**src/rtl/alu_pkg.sv**
```systemverilog
// Shared constants, opcodes and state encoding
// for the ALU execute/writeback sequencer.
package alu_pkg;

  localparam int ALU_DATA_W = 8;
  localparam int ALU_SEL_W  = 8;
  localparam int ALU_FLAG_W = 7;
  localparam int ALU_ADDR_W = 3;

  localparam logic [7:0] OP_NOP  = 8'h00;
  localparam logic [7:0] OP_ADD  = 8'h01;
  localparam logic [7:0] OP_SUB  = 8'h02;
  localparam logic [7:0] OP_MUL  = 8'h03;
  localparam logic [7:0] OP_DIV  = 8'h04;
  localparam logic [7:0] OP_INC  = 8'h05;
  localparam logic [7:0] OP_DEC  = 8'h06;
  localparam logic [7:0] OP_MOD  = 8'h07;
  localparam logic [7:0] OP_SHL  = 8'h08;
  localparam logic [7:0] OP_SHR  = 8'h09;
  localparam logic [7:0] OP_AND  = 8'h0A;
  localparam logic [7:0] OP_NAND = 8'h0B;
  localparam logic [7:0] OP_NOR  = 8'h0D;
  localparam logic [7:0] OP_OR   = 8'h0F;
  localparam logic [7:0] OP_XNOR = 8'h10;
  localparam logic [7:0] OP_XOR  = 8'h11;
  localparam logic [7:0] OP_ROL  = 8'h12;
  localparam logic [7:0] OP_ROR  = 8'h13;
  localparam logic [7:0] OP_LDI  = 8'h80;

  typedef enum logic [1:0] {
    ST_IDLE = 2'd0,
    ST_EXEC = 2'd1,
    ST_WB   = 2'd2
  } state_e;

  function automatic logic is_alu_op(input logic [7:0] op);
    return op inside {OP_ADD, OP_SUB, OP_MUL, OP_DIV,
                      OP_INC, OP_DEC, OP_MOD, OP_SHL,
                      OP_SHR, OP_AND, OP_NAND, OP_NOR,
                      OP_OR, OP_XNOR, OP_XOR, OP_ROL,
                      OP_ROR};
  endfunction

endpackage

```
**src/rtl/regfile_8x8.sv**
```systemverilog
// Register file: two combinational read ports, one debug
// read port, one synchronous write port, async clear.
module regfile_8x8
  import alu_pkg::*;
#(
  parameter int DATA_W = ALU_DATA_W,
  parameter int ADDR_W = ALU_ADDR_W
) (
  input  logic              clk,
  input  logic              rst,
  input  logic [ADDR_W-1:0] rs1_addr,
  input  logic [ADDR_W-1:0] rs2_addr,
  input  logic [ADDR_W-1:0] dbg_addr,
  output logic [DATA_W-1:0] rs1_data,
  output logic [DATA_W-1:0] rs2_data,
  output logic [DATA_W-1:0] dbg_data,
  input  logic              we,
  input  logic [ADDR_W-1:0] waddr,
  input  logic [DATA_W-1:0] wdata
);

  localparam int DEPTH = 2 ** ADDR_W;

  logic [DATA_W-1:0] mem_q [DEPTH];
  logic [DATA_W-1:0] mem_d [DEPTH];

  always_comb begin
    for (int i = 0; i < DEPTH; i++) begin
      mem_d[i] = mem_q[i];
    end
    if (we) begin
      mem_d[waddr] = wdata;
    end
  end

  always_ff @(posedge clk or posedge rst) begin
    if (rst) begin
      for (int i = 0; i < DEPTH; i++) begin
        mem_q[i] <= '0;
      end
    end else begin
      for (int i = 0; i < DEPTH; i++) begin
        mem_q[i] <= mem_d[i];
      end
    end
  end

  assign rs1_data = mem_q[rs1_addr];
  assign rs2_data = mem_q[rs2_addr];
  assign dbg_data = mem_q[dbg_addr];

endmodule

```
**src/rtl/alu_exec_sequencer.sv**
```systemverilog
// Execute/writeback controller wrapped around an external
// combinational ALU: IDLE -> EXEC -> WB, one op at a time.
module alu_exec_sequencer
  import alu_pkg::*;
#(
  parameter int DATA_W = ALU_DATA_W,
  parameter int SEL_W  = ALU_SEL_W,
  parameter int FLAG_W = ALU_FLAG_W,
  parameter int ADDR_W = ALU_ADDR_W
) (
  input  logic              clk,
  input  logic              rst,
  input  logic              instr_valid,
  output logic              instr_ready,
  input  logic [7:0]        instr_op,
  input  logic [ADDR_W-1:0] instr_rd,
  input  logic [ADDR_W-1:0] instr_rs1,
  input  logic [ADDR_W-1:0] instr_rs2,
  input  logic [DATA_W-1:0] instr_imm,
  output logic [DATA_W-1:0] alu_operand1,
  output logic [DATA_W-1:0] alu_operand2,
  output logic [SEL_W-1:0]  alu_sel,
  input  logic [DATA_W-1:0] alu_result,
  input  logic [FLAG_W-1:0] alu_flags,
  output logic [FLAG_W-1:0] flags_q,
  output logic              done,
  output logic              illegal,
  input  logic [ADDR_W-1:0] dbg_addr,
  output logic [DATA_W-1:0] dbg_data
);

  state_e            state_q, state_d;
  logic [7:0]        op_q, op_d;
  logic [ADDR_W-1:0] rd_q, rd_d;
  logic [ADDR_W-1:0] rs1_q, rs1_d;
  logic [ADDR_W-1:0] rs2_q, rs2_d;
  logic [DATA_W-1:0] imm_q, imm_d;
  logic [DATA_W-1:0] res_q, res_d;
  logic [FLAG_W-1:0] hflg_q, hflg_d;
  logic [FLAG_W-1:0] flags_d;

  logic [DATA_W-1:0] rs1_data, rs2_data;
  logic              we;
  logic [DATA_W-1:0] wdata;

  logic cls_alu, cls_ldi, cls_nop, cls_bad;

  always_comb begin
    cls_alu = is_alu_op(op_q);
    cls_ldi = (op_q == OP_LDI);
    cls_nop = (op_q == OP_NOP);
    cls_bad = !cls_alu && !cls_ldi && !cls_nop;
  end

  regfile_8x8 #(
    .DATA_W (DATA_W),
    .ADDR_W (ADDR_W)
  ) u_rf (
    .clk      (clk),
    .rst      (rst),
    .rs1_addr (rs1_q),
    .rs2_addr (rs2_q),
    .dbg_addr (dbg_addr),
    .rs1_data (rs1_data),
    .rs2_data (rs2_data),
    .dbg_data (dbg_data),
    .we       (we),
    .waddr    (rd_q),
    .wdata    (wdata)
  );

  always_comb begin
    state_d      = state_q;
    op_d         = op_q;
    rd_d         = rd_q;
    rs1_d        = rs1_q;
    rs2_d        = rs2_q;
    imm_d        = imm_q;
    res_d        = res_q;
    hflg_d       = hflg_q;
    flags_d      = flags_q;
    instr_ready  = 1'b0;
    alu_operand1 = '0;
    alu_operand2 = '0;
    alu_sel      = '0;
    done         = 1'b0;
    illegal      = 1'b0;
    we           = 1'b0;
    wdata        = '0;
    unique case (state_q)
      ST_IDLE: begin
        instr_ready = 1'b1;
        if (instr_valid) begin
          op_d    = instr_op;
          rd_d    = instr_rd;
          rs1_d   = instr_rs1;
          rs2_d   = instr_rs2;
          imm_d   = instr_imm;
          state_d = ST_EXEC;
        end
      end
      ST_EXEC: begin
        if (cls_alu) begin
          alu_operand1 = rs1_data;
          alu_operand2 = rs2_data;
          alu_sel      = SEL_W'(op_q);
        end
        res_d   = alu_result;
        hflg_d  = alu_flags;
        state_d = ST_WB;
      end
      ST_WB: begin
        done    = 1'b1;
        illegal = cls_bad;
        if (cls_alu) begin
          we      = 1'b1;
          wdata   = res_q;
          flags_d = hflg_q;
        end else if (cls_ldi) begin
          we    = 1'b1;
          wdata = imm_q;
        end
        state_d = ST_IDLE;
      end
      default: state_d = ST_IDLE;
    endcase
  end

  always_ff @(posedge clk or posedge rst) begin
    if (rst) begin
      state_q <= ST_IDLE;
      op_q    <= '0;
      rd_q    <= '0;
      rs1_q   <= '0;
      rs2_q   <= '0;
      imm_q   <= '0;
      res_q   <= '0;
      hflg_q  <= '0;
      flags_q <= '0;
    end else begin
      state_q <= state_d;
      op_q    <= op_d;
      rd_q    <= rd_d;
      rs1_q   <= rs1_d;
      rs2_q   <= rs2_d;
      imm_q   <= imm_d;
      res_q   <= res_d;
      hflg_q  <= hflg_d;
      flags_q <= flags_d;
    end
  end

endmodule

```
**config.mk**
```make
export PLATFORM = sky130hd
export DESIGN_NAME = alu_exec_sequencer
export DESIGN_NICKNAME = d
export VERILOG_FILES = /design/src/rtl/alu_pkg.sv /design/src/rtl/regfile_8x8.sv /design/src/rtl/alu_exec_sequencer.sv
export SDC_FILE = /design/constraint.sdc
export NUM_CORES = 1
export LEC_CHECK = 0
export BUFFER_PORTS_ARGS = -buffer_cell sky130_fd_sc_hd__buf_2
export CORE_ASPECT_RATIO = 1.5
export CORE_MARGIN = 3
export CORE_UTILIZATION = 59
export DETAILED_ROUTE_END_ITERATION = 10
export HOLD_SLACK_MARGIN = 0.12
export PLACE_DENSITY = 0.88
export SLEW_MARGIN = 20
export SYNTH_ARGS = -nofsm -noshare
export SYNTH_HDL_FRONTEND = slang
export SYNTH_HIERARCHICAL = 1
export SYNTH_SLANG_ARGS = --single-unit
```
**constraint.sdc**
```tcl
create_clock -name clk -period 3.8 [get_ports clk]
set_input_delay 1.14 -clock clk [delete_from_list [all_inputs] [get_ports clk]]
set_output_delay 1.14 -clock clk [all_outputs]
set_load 0.005 [all_outputs]
```
==> out/metrics.cfg <==
[pwr]
internal_power_uw=2670
power.share.combinational_pct=15.3
p_leak_uw=0.00369
p_per_area_nw_per_um2=487
switching_share_pct=25.9
power_frac_clock_pct=41.6
power_switching_uw=931
p_seq_share_pct=43.1
ir_drop_mv=0.462

[timing]
min_period_ns=3.52
maxSlewHeadroom_pct=34.2
fin_crit_sh_pct=92.7
hold_violations=0
tns_ns=0
rsz0062_at_grt=no
worst_pin_slew_ns=0.985
hold_slack_ns=0.502
report.final.slew_viol_count=0
finalSetupViolCount=0
fin_worst_skew_ns=0.00818
fmax_mhz=284

[status]
status=finished clean

[cells_and_area]
drive_above_1_share_pct=53.3
syn2layout_area_growth_pct=16.5
finalNetCount=546
n_antenna_cell=0

[yosys]
avgSynthCellArea_um2=15.2
synth_fa_ha_area_share_pct=0
synth-edff-count=0
synthMuxAreaShare_pct=43.2
synth-simple-area-share_pct=5.91
synthFlopType=dfrtp_1
synth_top_cell_by_area=dfrtp_1
ys_async_sr_fraction_pct=100
netlist_area_um2=6350
synth_top_area_share_pct=44.6
synth.distinct_cells=36
synthXorXnorAreaFrac_pct=0
syn_inst=417
netlist_top_cells_area=dfrtp_1, mux2_2, mux4_1, mux4_2, and2_1
yosys_warnings=6
synth_top_family_by_area=multiplexers
ys_seq_elements=113
ys_seq_area_share_pct=44.6
synthMostInstantiatedCell=mux2_2
synth_compound_area_share_pct=2.19
ys_top_cells_by_count=mux2_2, dfrtp_1, mux4_1

[cts]
cts_tree=yes
clockRootBuffer=clkbuf_16
cts_made_buffers=17
cts_resized=0
cts_max_level=4
clock_sinks=113
cts.clk_slew.worst_paths_ns=0.05
post_cts_buffers=0
clock_path_buffers=2
clk_latency_ns=0.41
cts_hold_buf=0

[route]
vias=4067
route.detailed.vias_per_inst=6.23
drt-pass1-iter-count=4
route.detailed.drc=0
route.detailed.wl_per_inst_um=21.3
postRouteAntennaNets=0
wirelength_um=13900
first_iter_violations=251

[critical_path]
cp_max_fo=16
cp_cell_sequence=buf_2, buf_12, mux4_1, mux2_2, buf_2
critPathTopFamily=multiplexers
endpoint_kind=output pin
path_buf_inv=3
crit_path_max_incr_delay_ns=0.57
crit_path_top_delay_cell=mux4_1
cp-start-kind=input pin
cp_common_cell=buf_2
cp.required_ns=2.66
critPathKind=input pin to output pin
cp.arrival_ns=2.38

[die]
die_w_um=90.7
core_area_um2=10300
die_height_um=133
start_util_pct=61.6
ios=88
die-area_um2=12100
rows=45

[placement]
hpwl_um=9970
gp_congestion=0.878
numPortBuffers=84

[global_route]
grt_first_pass_wirelength_um=22900
antenna_found_initial=0
overflow=0
grt_usage_pct=24.6
grt_max_degree=50
grt_pass1_vias=4389

[hold_path]
min_path_type=flip-flop to flip-flop

[run]
drv_cap=0

-- final timing paths --
check | start | to | slack [ns] | cells past startpoint
worst min-delay path | flags_q[0]$_DFFE_PP0P_ | flags_q[0]$_DFFE_PP0P_ | 0.50 | 1
min in group asynchronous | rst | u_rf/mem_q[41]$_DFFE_PP0P_ | 0.92 | 2
worst min register to register | flags_q[0]$_DFFE_PP0P_ | flags_q[0]$_DFFE_PP0P_ | 0.50 | 1
worst max-delay path | dbg_addr[0] | dbg_data[5] | 0.28 | 5
worst max register to register | op_q[3]$_DFFE_PP0P_ | u_rf/mem_q[12]$_DFFE_PP0P_ | 1.04 | 6
max in group asynchronous | rst | u_rf/mem_q[24]$_DFFE_PP0P_ | 2.15 | 3
-- registers in the layout (all words and copies together), names as in the netlist --
signal      cells
hflg_q          7
u_rf/mem_q     64
state_q         2
rs1_q           3
imm_q           8
flags_q         7
op_q            8
rd_q            3
res_q           8
rs2_q           3
-- layer usage --
| metal | track usage [%] | part of all wire (%) | vias to the layer above |
|---|---|---|---|
| li1 | - | - | 1800 |
| met1 | 29.6 | 39 | 2103 |
| met2 | 43.7 | 55 | 148 |
| met3 | 5.63 | 5.6 | 16 |
| met4 | 7.92 | 1.0 | 0 |
| met5 | 0 | 0 | - |
-- cell usage in the layout, fill, tap and decap left out, drive strengths merged, types with 5 or more instances in the layout --
master / Yosys / final
a21oi: 9 / 9
and2: 22 / 22
buf: 26 / 97
clkbuf: 9 / 20
clkinv: 0 / 7
dfrtp: 113 / 113
inv: 5 / 5
mux2: 134 / 134
mux4: 48 / 48
nand3: 8 / 8
o21ai: 11 / 11
-- power groups by stage --
| stage | Clock, uW | Sequential (uW) | Combinational, uW |
|---|---|---|---|
| global route | 1590 | 1570 | 596 |
| finish | 1500 | 1550 | 551 |
| CTS | 1530 | 1550 | 557 |
| global placement | 0 | 1550 | 528 |
| floorplan | 0 | 1460 | 512 |
| detailed placement | 0 | 1570 | 552 |
-- worst register-to-register path, delay by kind of cell, from the launching register on --
kind / cells / cell delay, ns
AO/OA/AOI/OAI: 2 / 0.40
buffers and inverters: 1 / 0.33
flip-flops: 1 / 0.47
multiplexers: 1 / 0.50
AND/OR/NAND/NOR: 2 / 0.95
-- per-stage QoR --
stage               area [um2]  total power [uW]  instances  worst slack, ns  utilization [%]
floorplan                 6350              1970        419            0.475                -
global placement          6820              2080        622            0.306             66.2
global route              7390              3760        653            0.231             71.8
finish                    7390              3600        653            0.277             71.8
detailed placement        6820              2120        622            0.289             66.2
CTS                       7390              3630        653            0.278             71.8
-- cell families after synthesis --
group,count (synthesis)
AO/OA/AOI/OAI,25
buffers and inverters,40
flip-flops,113
multiplexers,182
other,1
AND/OR/NAND/NOR,56
-- final cells by class --
cell class,instances,area (um2)
multi-input cells,266,3270
clock buffers,20,457
repair buffers,97,531
well taps,141,176
flip-flops and latches,113,2830
clock inverters,11,114
fillers,669,2910
inverters,5,18.8
Note: power is estimated with default switching activity, not from simulation.
